File: config.mk
export PLATFORM = sky130hd
export DESIGN_NAME = mag_sample_source
export DESIGN_NICKNAME = d
export VERILOG_FILES = /design/src/rtl/mag_sample_source.sv
export SDC_FILE = /design/constraint.sdc
export NUM_CORES = 1
export LEC_CHECK = 0
export CAP_MARGIN = 15
export CELL_PAD_IN_SITES_DETAIL_PLACEMENT = 1
export CELL_PAD_IN_SITES_GLOBAL_PLACEMENT = 2
export CORE_MARGIN = 5
export CORE_UTILIZATION = 43
export DETAILED_ROUTE_END_ITERATION = 6
export HOLD_SLACK_MARGIN = 0.1
export PLACE_DENSITY = 0.85
export SLEW_MARGIN = 40
export SYNTH_ARGS = -nofsm -noshare
export SYNTH_HDL_FRONTEND = slang
export SYNTH_SLANG_ARGS = --single-unit
export TNS_END_PERCENT = 5
File: constraint.sdc
create_clock -name clk -period 4.9 [get_ports clk]
set_input_delay 0.49 -clock clk [delete_from_list [all_inputs] [get_ports clk]]
set_output_delay 0.49 -clock clk [all_outputs]
set_load 0.005 [all_outputs]
File: src/rtl/mag_sample_source.sv
// mag_sample_source: I/Q alpha-max-plus-beta-min magnitude, peak-hold decimation, paced amplitude/next output
// Ports: clk, rst_n (async active-low); in_valid/in_i/in_q signed sample stream, no backpressure;
//        clr_ovf clears sticky ovf; amplitude/next paced result strobe, at least NEXT_GAP cycles apart.
module mag_sample_source #(
    parameter int IN_W     = 16,
    parameter int DECIM    = 4,
    parameter int NEXT_GAP = 5
) (
    input  logic            clk,
    input  logic            rst_n,
    input  logic            in_valid,
    input  logic [IN_W-1:0] in_i,
    input  logic [IN_W-1:0] in_q,
    input  logic            clr_ovf,
    output logic [15:0]     amplitude,
    output logic            next,
    output logic            ovf
);
    localparam int AW = IN_W - 1;
    localparam int MW = (IN_W + 1 > 17) ? IN_W + 1 : 17;

    logic [IN_W-1:0] w_neg_i, w_neg_q;
    logic [AW-1:0]   w_abs_i, w_abs_q;
    logic [MW-1:0]   w_sum;
    logic [15:0]     w_mag16, w_pval, w_head;
    logic [1:0]      w_widx;
    logic            w_push, w_fire, w_pop, w_drop, w_wr;

    logic            r_v1, r_v2, r_v3, r_next, r_ovf;
    logic [AW-1:0]   r_a, r_b, r_mx, r_mn;
    logic [15:0]     r_mag, r_peak, r_buf0, r_buf1, r_amp;
    logic [8:0]      r_dcnt;
    logic [1:0]      r_cnt;
    logic [7:0]      r_gap;

    // Negating the most negative code wraps back to itself (MSB still set), which flags saturation.
    assign w_neg_i = -in_i;
    assign w_neg_q = -in_q;
    assign w_abs_i = !in_i[IN_W-1] ? in_i[AW-1:0] : w_neg_i[IN_W-1] ? '1 : w_neg_i[AW-1:0];
    assign w_abs_q = !in_q[IN_W-1] ? in_q[AW-1:0] : w_neg_q[IN_W-1] ? '1 : w_neg_q[AW-1:0];

    assign w_sum   = MW'(r_mx) + MW'(r_mn >> 2) + MW'(r_mn >> 3);
    assign w_mag16 = |w_sum[MW-1:16] ? 16'hFFFF : w_sum[15:0];

    assign w_push = r_v3 && r_dcnt == 9'(DECIM - 1);
    assign w_pval = r_mag > r_peak ? r_mag : r_peak;

    // A fresh push may go straight out when the buffer is empty, giving the 4-cycle latency.
    assign w_fire = (r_cnt != 2'd0 || w_push) && r_gap == 8'd0 && !r_next;
    assign w_pop  = w_fire && r_cnt != 2'd0;
    assign w_drop = w_push && r_cnt == 2'd2 && !w_pop;
    assign w_wr   = w_push && !w_drop && !(w_fire && r_cnt == 2'd0);
    assign w_head = r_cnt != 2'd0 ? r_buf0 : w_pval;
    assign w_widx = r_cnt - {1'b0, w_pop};

    assign amplitude = r_amp;
    assign next      = r_next;
    assign ovf       = r_ovf;

    always_ff @(posedge clk or negedge rst_n) begin
        if (!rst_n) begin
            r_v1  <= 1'b0;
            r_v2  <= 1'b0;
            r_v3  <= 1'b0;
            r_a   <= '0;
            r_b   <= '0;
            r_mx  <= '0;
            r_mn  <= '0;
            r_mag <= '0;
        end else begin
            r_v1  <= in_valid;
            r_a   <= w_abs_i;
            r_b   <= w_abs_q;
            r_v2  <= r_v1;
            r_mx  <= r_a > r_b ? r_a : r_b;
            r_mn  <= r_a > r_b ? r_b : r_a;
            r_v3  <= r_v2;
            r_mag <= w_mag16;
        end
    end

    always_ff @(posedge clk or negedge rst_n) begin
        if (!rst_n) begin
            r_dcnt <= '0;
            r_peak <= '0;
        end else if (r_v3) begin
            r_dcnt <= w_push ? 9'd0 : r_dcnt + 9'd1;
            r_peak <= w_push ? 16'd0 : w_pval;
        end
    end

    always_ff @(posedge clk or negedge rst_n) begin
        if (!rst_n) begin
            r_cnt  <= '0;
            r_buf0 <= '0;
            r_buf1 <= '0;
            r_amp  <= '0;
            r_next <= 1'b0;
            r_gap  <= '0;
            r_ovf  <= 1'b0;
        end else begin
            r_cnt  <= r_cnt + {1'b0, w_wr} - {1'b0, w_pop};
            if (w_pop)
                r_buf0 <= r_buf1;
            // Later assignment wins, so a write into slot 0 overrides the shift.
            if (w_wr && !w_widx[0])
                r_buf0 <= w_pval;
            if (w_wr && w_widx[0])
                r_buf1 <= w_pval;
            if (w_fire)
                r_amp <= w_head;
            r_next <= w_fire;
            r_gap  <= w_fire ? 8'(NEXT_GAP - 1) : r_gap != 8'd0 ? r_gap - 8'd1 : r_gap;
            r_ovf  <= w_drop ? 1'b1 : clr_ovf ? 1'b0 : r_ovf;
        end
    end
endmodule
After elaboration in Yosys (flattened, before gate mapping)
Index checks and enable logic that the tools add are counted.
{"block": "word_totals", "regBits": 164, "latch_bits": 0, "ram_bits": 0, "rom_bits": 0, "input_bits": 36, "out_inout_bits": 18, "word_cells": 71, "mem_count": 0}
{"block": "classes", "add_sub_neg": 9, "mul": 0, "div_mod_pow": 0, "n_lt_le_gt_ge": 2, "eq_ne": 2, "shift": 0, "mux": 17, "bitwise": 0, "reduce_logical": 24}
{"operator": "$mux W16", "count": 6}
{"operator": "$mux W15", "count": 6}
{"operator": "$neg A16 Y16", "count": 2}
{"operator": "$add A16 B12 Y17", "count": 1}
{"operator": "$add A15 B13 Y16", "count": 1}
{"operator": "$gt A16 B16 Y1", "count": 1}
{"operator": "$mux W8", "count": 2}
{"operator": "$gt A15 B15 Y1", "count": 1}
{"operator": "$logic_and A1 B1 Y1", "count": 11}
{"operator": "$add A9 B1 Y9 const B", "count": 1}
{"operator": "$eq A9 B2 Y1 const B", "count": 1}
{"operator": "$mux W9", "count": 1}
{"operator": "$logic_not A8 Y1", "count": 1}
{"operator": "$reduce_bool A2 Y1", "count": 4}
{"operator": "$reduce_bool A8 Y1", "count": 1}
{"operator": "$sub A8 B1 Y8 const B", "count": 1}
{"operator": "$logic_not A1 Y1", "count": 5}
{"operator": "$add A2 B1 Y2", "count": 1}
{"operator": "$eq A2 B2 Y1 const B", "count": 1}
{"operator": "$logic_not A2 Y1", "count": 1}
{"operator": "$mux W1", "count": 2}
{"operator": "$sub A2 B1 Y2", "count": 1}
{"operator": "$logic_or A1 B1 Y1", "count": 1}
{"operator": "$sub A1 B1 Y1", "count": 1}

Depth between registers and ports, before layout
{"block": "depth", "ltp_word": 13, "depth_mapped": 13, "mapped_depth_nobuf": 11}

Worst setup path after synthesis
No wires, ideal clock.
{"block": "synth_path", "path_type": "register to register", "from": "reg r_gap[0]", "to": "reg r_buf1[10]", "setup_time_ns": 0.077, "arrival_ns": 2.889, "required_ns": 4.823, "setup_slack_ns": 1.934, "path_stages_with_launch": 14, "path_buffers": 3, "period_less_slack_ns": 2.966, "path_cell_list": "dfrtp_1 inv_1 ha_1 or2b_2 nand3b_1 nor3_2 buf_4 ha_1 inv_1 ha_1 clkbuf_1 clkbuf_1 nor2_1 a21oi_1"}
{"block": "synth_via", "elab_chain_cells": 10, "elab_cells_between_ends": 13, "cone_classes": "add/sub: 1; reduce/logical: 12"}
{"item": "from (decl)", "line_no": "34", "source": "logic [7:0] r_gap;"}
{"item": "from (signal assigned)", "line_no": "113", "source": "r_gap <= w_fire ? 8'(NEXT_GAP - 1) : r_gap != 8'd0 ? r_gap - 8'd1 : r_gap;"}
{"item": "$logic_not A8 Y1 *", "line_no": "49", "source": "assign w_fire = (r_cnt != 2'd0 || w_push) && r_gap == 8'd0 && !r_next;"}
{"item": "$logic_and A1 B1 Y1 * (2 in series)", "line_no": "49"}
{"item": "$logic_and A1 B1 Y1", "line_no": "50", "source": "assign w_pop = w_fire && r_cnt != 2'd0;"}
{"item": "$logic_not A1 Y1", "line_no": "51", "source": "assign w_drop = w_push && r_cnt == 2'd2 && !w_pop;"}
{"item": "$logic_and A1 B1 Y1", "line_no": "51"}
{"item": "$logic_not A1 Y1", "line_no": "52", "source": "assign w_wr = w_push && !w_drop && !(w_fire && r_cnt == 2'd0);"}
{"item": "$logic_and A1 B1 Y1 (2 in series)", "line_no": "52"}
{"item": "$logic_and A1 B1 Y1 *", "line_no": "108", "source": "if (w_wr && w_widx[0])"}
{"item": "to (signal assigned)", "line_no": "109", "source": "r_buf1 <= w_pval;"}
{"item": "to (decl)", "line_no": "31", "source": "logic [15:0] r_mag, r_peak, r_buf0, r_buf1, r_amp;"}
Mark *: on every way between the ends. The rest lies on a longest branch, timed or not.
A chain may end at the register's enable or synchronous reset.

Worst setup path in the final report
{"block": "layout_path", "from": "reg r_gap[0]", "to": "reg r_cnt[1]"}
{"block": "layout_via", "elab_chain_cells": 11, "elab_cells_between_ends": 13, "cone_classes": "add/sub: 2; reduce/logical: 11"}
{"item": "$logic_not A8 Y1 *", "line_no": "49"}
{"item": "$logic_and A1 B1 Y1 * (2 in series)", "line_no": "49"}
{"item": "$logic_and A1 B1 Y1", "line_no": "50"}
{"item": "$logic_not A1 Y1", "line_no": "51"}
{"item": "$logic_and A1 B1 Y1", "line_no": "51"}
{"item": "$logic_not A1 Y1", "line_no": "52"}
{"item": "$logic_and A1 B1 Y1 (2 in series)", "line_no": "52"}
{"item": "$add A2 B1 Y2", "line_no": "102", "source": "r_cnt <= r_cnt + {1'b0, w_wr} - {1'b0, w_pop};"}
{"item": "$sub A2 B1 Y2 *", "line_no": "102"}
{"item": "to (signal assigned)", "line_no": "102"}
{"item": "to (decl)", "line_no": "33", "source": "logic [1:0] r_cnt;"}
Marked as above.

==> summary.md <==
| Metric | Value |
|---|---|
| Outcome | complete, no violations |
| Slowest-stage cell, CP | ha_2 |
| Net Count, Synth | 864 |
| Die W | 149.6 um |
| Switching Power | between 2 and 2.5 mW |
| First-pass GRT wire length | 31390 um |
| PD cells | ~620 nW/um2 |
| Final instance area | between 9000 and 10000 um2 |
| Worst-path clk slew | 60 ps |
| Unrepaired setup endpoints after global routing | false |
| Post-Syn Area | 8377 um2 |
| DRT Pass-1 Iters | 4 |
| Clk sinks | 162 |
| Routability cong. | 0.8607 |
| Cell area after placement | 9150 um2 |
| Critical path, cell by cell | inv_1 > ha_1 > or2b_2 > nand3b_1 > nor3_2 > buf_4 > ha_1 > inv_1 > ha_2 > xnor2_1 > xnor2_1 |
| # port buffers | between 50 and 60 |
| Data arrival time of the worst path | 3540 ps |
| Primary FF master, synth | dfrtp_1 |
| Max Slew Vio Count | 0 |
| Async SR Flop Fraction | 100.0% |
| Combinational share of power | approximately 43% |
| Via/cell ratio | 5.261 |
| Nature of the critical path endpoint | register |
| DRC violations left | 0 |
| Final setup viols | 0 |
| CTS root buf | clkbuf_16 |
| Clock Latency Late Sink | between 400 and 500 ps |
| Total negative slack | 0 ps |
| Number of diodes | 0 |
| Fmax | 308.6 MHz |
| Core Region | between 15000 and 20000 um2 |
| Layout area overhead | 16.50% |
| Max-capacitance violation count | 0 |
| Cell-internal power | 3.763 mW |
| Routed Antenna Nets | 0 |
| Worst-Margin Slew | ~830 ps |
| Maximum root-to-sink buffer count | 2 |
| Clk_skew | 12.75 ps |
| FF+latch count, synth | roughly 160 |
| Syn Area/Cell | 10.99 um2 |
| Worst min-delay path class | reg2reg |
| Worst setup margin | roughly 1700 ps |
| Worst slew margin | between 40% and 50% |
| Crit share post-route | 66.12% |
| Gr ovfl total | 0 |
| Num ports | 54 |
| Initial Utilization | 43.32% |
| DR iter-0 viols | 186 |
| Clock power frac | approximately a fifth |
| CP Max Fanout | 33 |
| Post-Route WL | 17960 um |
| CTS tree | built |
| Vias | about 5700 |
| Cells after synthesis | roughly 760 |
| Min Tclk post-route | ~3200 ps |
| Total clock buffers created by CTS | 17 |
| FILL cells | 2079 |
| VDD IR max | 0.0002250 V |
| H-tree level count | 4 |
| Crit Path Category | reg2reg |
| Worst slack, placed | around 1700 ps |
| Layout Nets | 914 |
| Leakage | approximately 4.4 nW |
| Critical Path Start Type | register |
| Routed wire per std cell | 16.48 um |
| Core Rows | roughly 50 |
| Vert. Die Dim | between 100 and 150 um |
| Hpwl dp | 13450 um |
| Worst path required time | 5200 ps |
| Fin. Hold Viols | 0 |
| Yosys warnings | 0 |
| GRT Overall Usage | ~17% |
| Sw Share | 37.54% |
| Die area | 22370 um2 |
| Count of cell types in the netlist | 60 |
| Antenna violations before repair | 0 |
| Ratio of cells with drive above 1 in the final layout | 12.00% |
| Vias in the first global route | between 6000 and 7000 |
| Worst path max stage delay | 560 ps |
| Seq/Total Area, Yosys | 48.39% |
| Post-synth EDFFs | 0 |
| Largest net degree at the start of global routing | around 110 |
| Reg power frac | 36.0% |
[routing by layer]
layer,track usage (%),vias to the layer above,share of wire (%)
met3,3.180,31,2.6
met4,5.858,0,2.0
met2,32.15,93,54
met5,0,-,0
met1,20.00,2839,42
li1,-,2772,-
[worst max-delay path: cells and delay by family, from the launching register on]
| kind | cells | cell delay (ps) |
|---|---|---|
| fa+ha+maj | 3 | 1070 |
| simple gates | 3 | 820 |
| buf+inv | 3 | 490 |
| flops | 1 | 420 |
| xor+xnor | 2 | 320 |
[registers in the layout, summed over array words and instances (netlist names)]
| signal | count |
|---|---|
| amplitude | 16 |
| r_buf0 | 16 |
| r_buf1 | 16 |
| r_mag | 16 |
| r_peak | 16 |
| r_a | 15 |
| r_b | 15 |
| r_mx | 15 |
| r_mn | 13 |
| r_dcnt | 9 |
| r_gap | 8 |
| r_cnt | 2 |
| next | 1 |
| ovf | 1 |
| r_v1 | 1 |
| r_v2 | 1 |
| r_v3 | 1 |
[kinds of logic (layout without fill, tap and decap cells)]
| logic type | count (synthesis) | count (layout) | share of synthesized area (%) |
|---|---|---|---|
| simple gates | 167 | 167 | 10.62 |
| fa+ha+maj | 66 | 66 | 11.02 |
| mux | 46 | 46 | 5.945 |
| xor+xnor | 47 | 47 | 4.914 |
| flops | 162 | 162 | 48.39 |
| buf+inv | 86 | 149 | 4.362 |
| compound gates | 188 | 188 | 14.74 |
[area by class of cell]
type,count,area [um2],share of cell area [%]
Sequential cell,162,4054,41.54
Multi-Input combinational cell,514,3978,40.76
Timing Repair Buffer,60,610.6,6.256
Clock buffer,21,470.5,4.821
Tap cell,265,331.6,3.397
Inverter,57,214.0,2.192
Clock inverter,11,101.3,1.038
[per-stage QoR]
| stage | instances | power, mW | util (%) | hold slack (ps) |
|---|---|---|---|---|
| global route | 1090 | 6.483 | 50.48 | 360.9 |
| CTS | 1088 | 6.092 | 50.28 | 118.1 |
| global placement | 1056 | 4.576 | 47.23 | 338.6 |
| detailed placement | 1056 | 4.758 | 47.32 | 339.6 |
| finish | 1090 | 6.025 | 50.48 | 349.6 |
| floorplan | 762 | 3.970 | - | 194.4 |
[worst paths after layout]
path	start	to	slack, ps	depth (start not counted)
setup reg to reg	r_gap[0]	r_cnt[1]	1660	11
max in group asynchronous	rst_n	r_buf0[4]	3350	4
hold reg to reg	r_v1	r_v2	350	0
hold / removal	r_v1	r_v2	350	0
setup / recovery	r_gap[0]	r_cnt[1]	1660	11
min in group asynchronous	rst_n	amplitude[9]	500	2
[power by group through the flow]
stage          registers, mW  clock network, mW  logic [mW]
3_5_place_dp            2.19                  0        2.56
2_1_floorplan           2.10                  0        1.87
3_3_place_gp            2.17                  0        2.41
5_1_grt                 2.23               1.37        2.87
4_1_cts                 2.17               1.31        2.61
6_report                2.17               1.28        2.57
[cells in the mapped netlist (5+ instances only)]
cell type	n	area, um2
dfrtp_1	162	4054
a21oi_1	69	345.3
inv_1	57	214.0
ha_1	53	663.1
nand2_1	50	187.7
nor2_1	33	123.9
mux2_2	30	337.8
xor2_1	25	219.0
xnor2_1	22	192.7
o21ai_0	21	105.1
o22ai_1	18	112.6
a22o_1	16	140.1
mux2i_1	16	160.2
clkbuf_1	13	48.80
fa_1	13	260.3
a21o_1	11	82.58
and2_0	11	68.82
buf_2	10	50.05
nand3_1	10	50.05
a211oi_2	9	112.6
a211oi_1	8	60.06
a31oi_1	8	50.05
and3_1	8	50.05
o31ai_1	7	52.55
nand4_1	6	37.54
nor2b_1	6	37.54
nor4_1	6	37.54
o21a_1	5	37.54
[repair_timing]
action,in CTS,in global routing
setup buffers,0,0
hold endpoints to repair,0,25
hold buffers,0,1
resized for setup,0,0
[cell usage in the layout, fill, tap and decap left out, types with 3 or more instances in the layout]
cell type,instances
clkinvlp_4,4
o31ai_1,7
nand2_1,50
xor2_1,25
dfrtp_1,162
nor2b_1,6
ha_1,51
a22o_1,16
buf_4,5
or4_1,4
a31oi_1,7
mux2_2,30
clkbuf_8,3
or2_2,4
clkinv_2,3
fa_1,13
a21o_1,11
nor4_1,6
and2_0,11
clkbuf_16,17
o21ai_0,21
o22ai_1,18
and3_1,8
nand3_1,10
a211oi_1,8
nand4_1,6
nand3b_1,3
clkdlybuf4s50_1,52
a21oi_1,69
inv_1,57
nor2_1,33
and2_2,3
xnor2_1,22
a211oi_2,9
nor3_1,4
o21a_1,5
mux2i_1,16
o41ai_1,3
No activity file was read; power rests on OpenSTA's default activity.
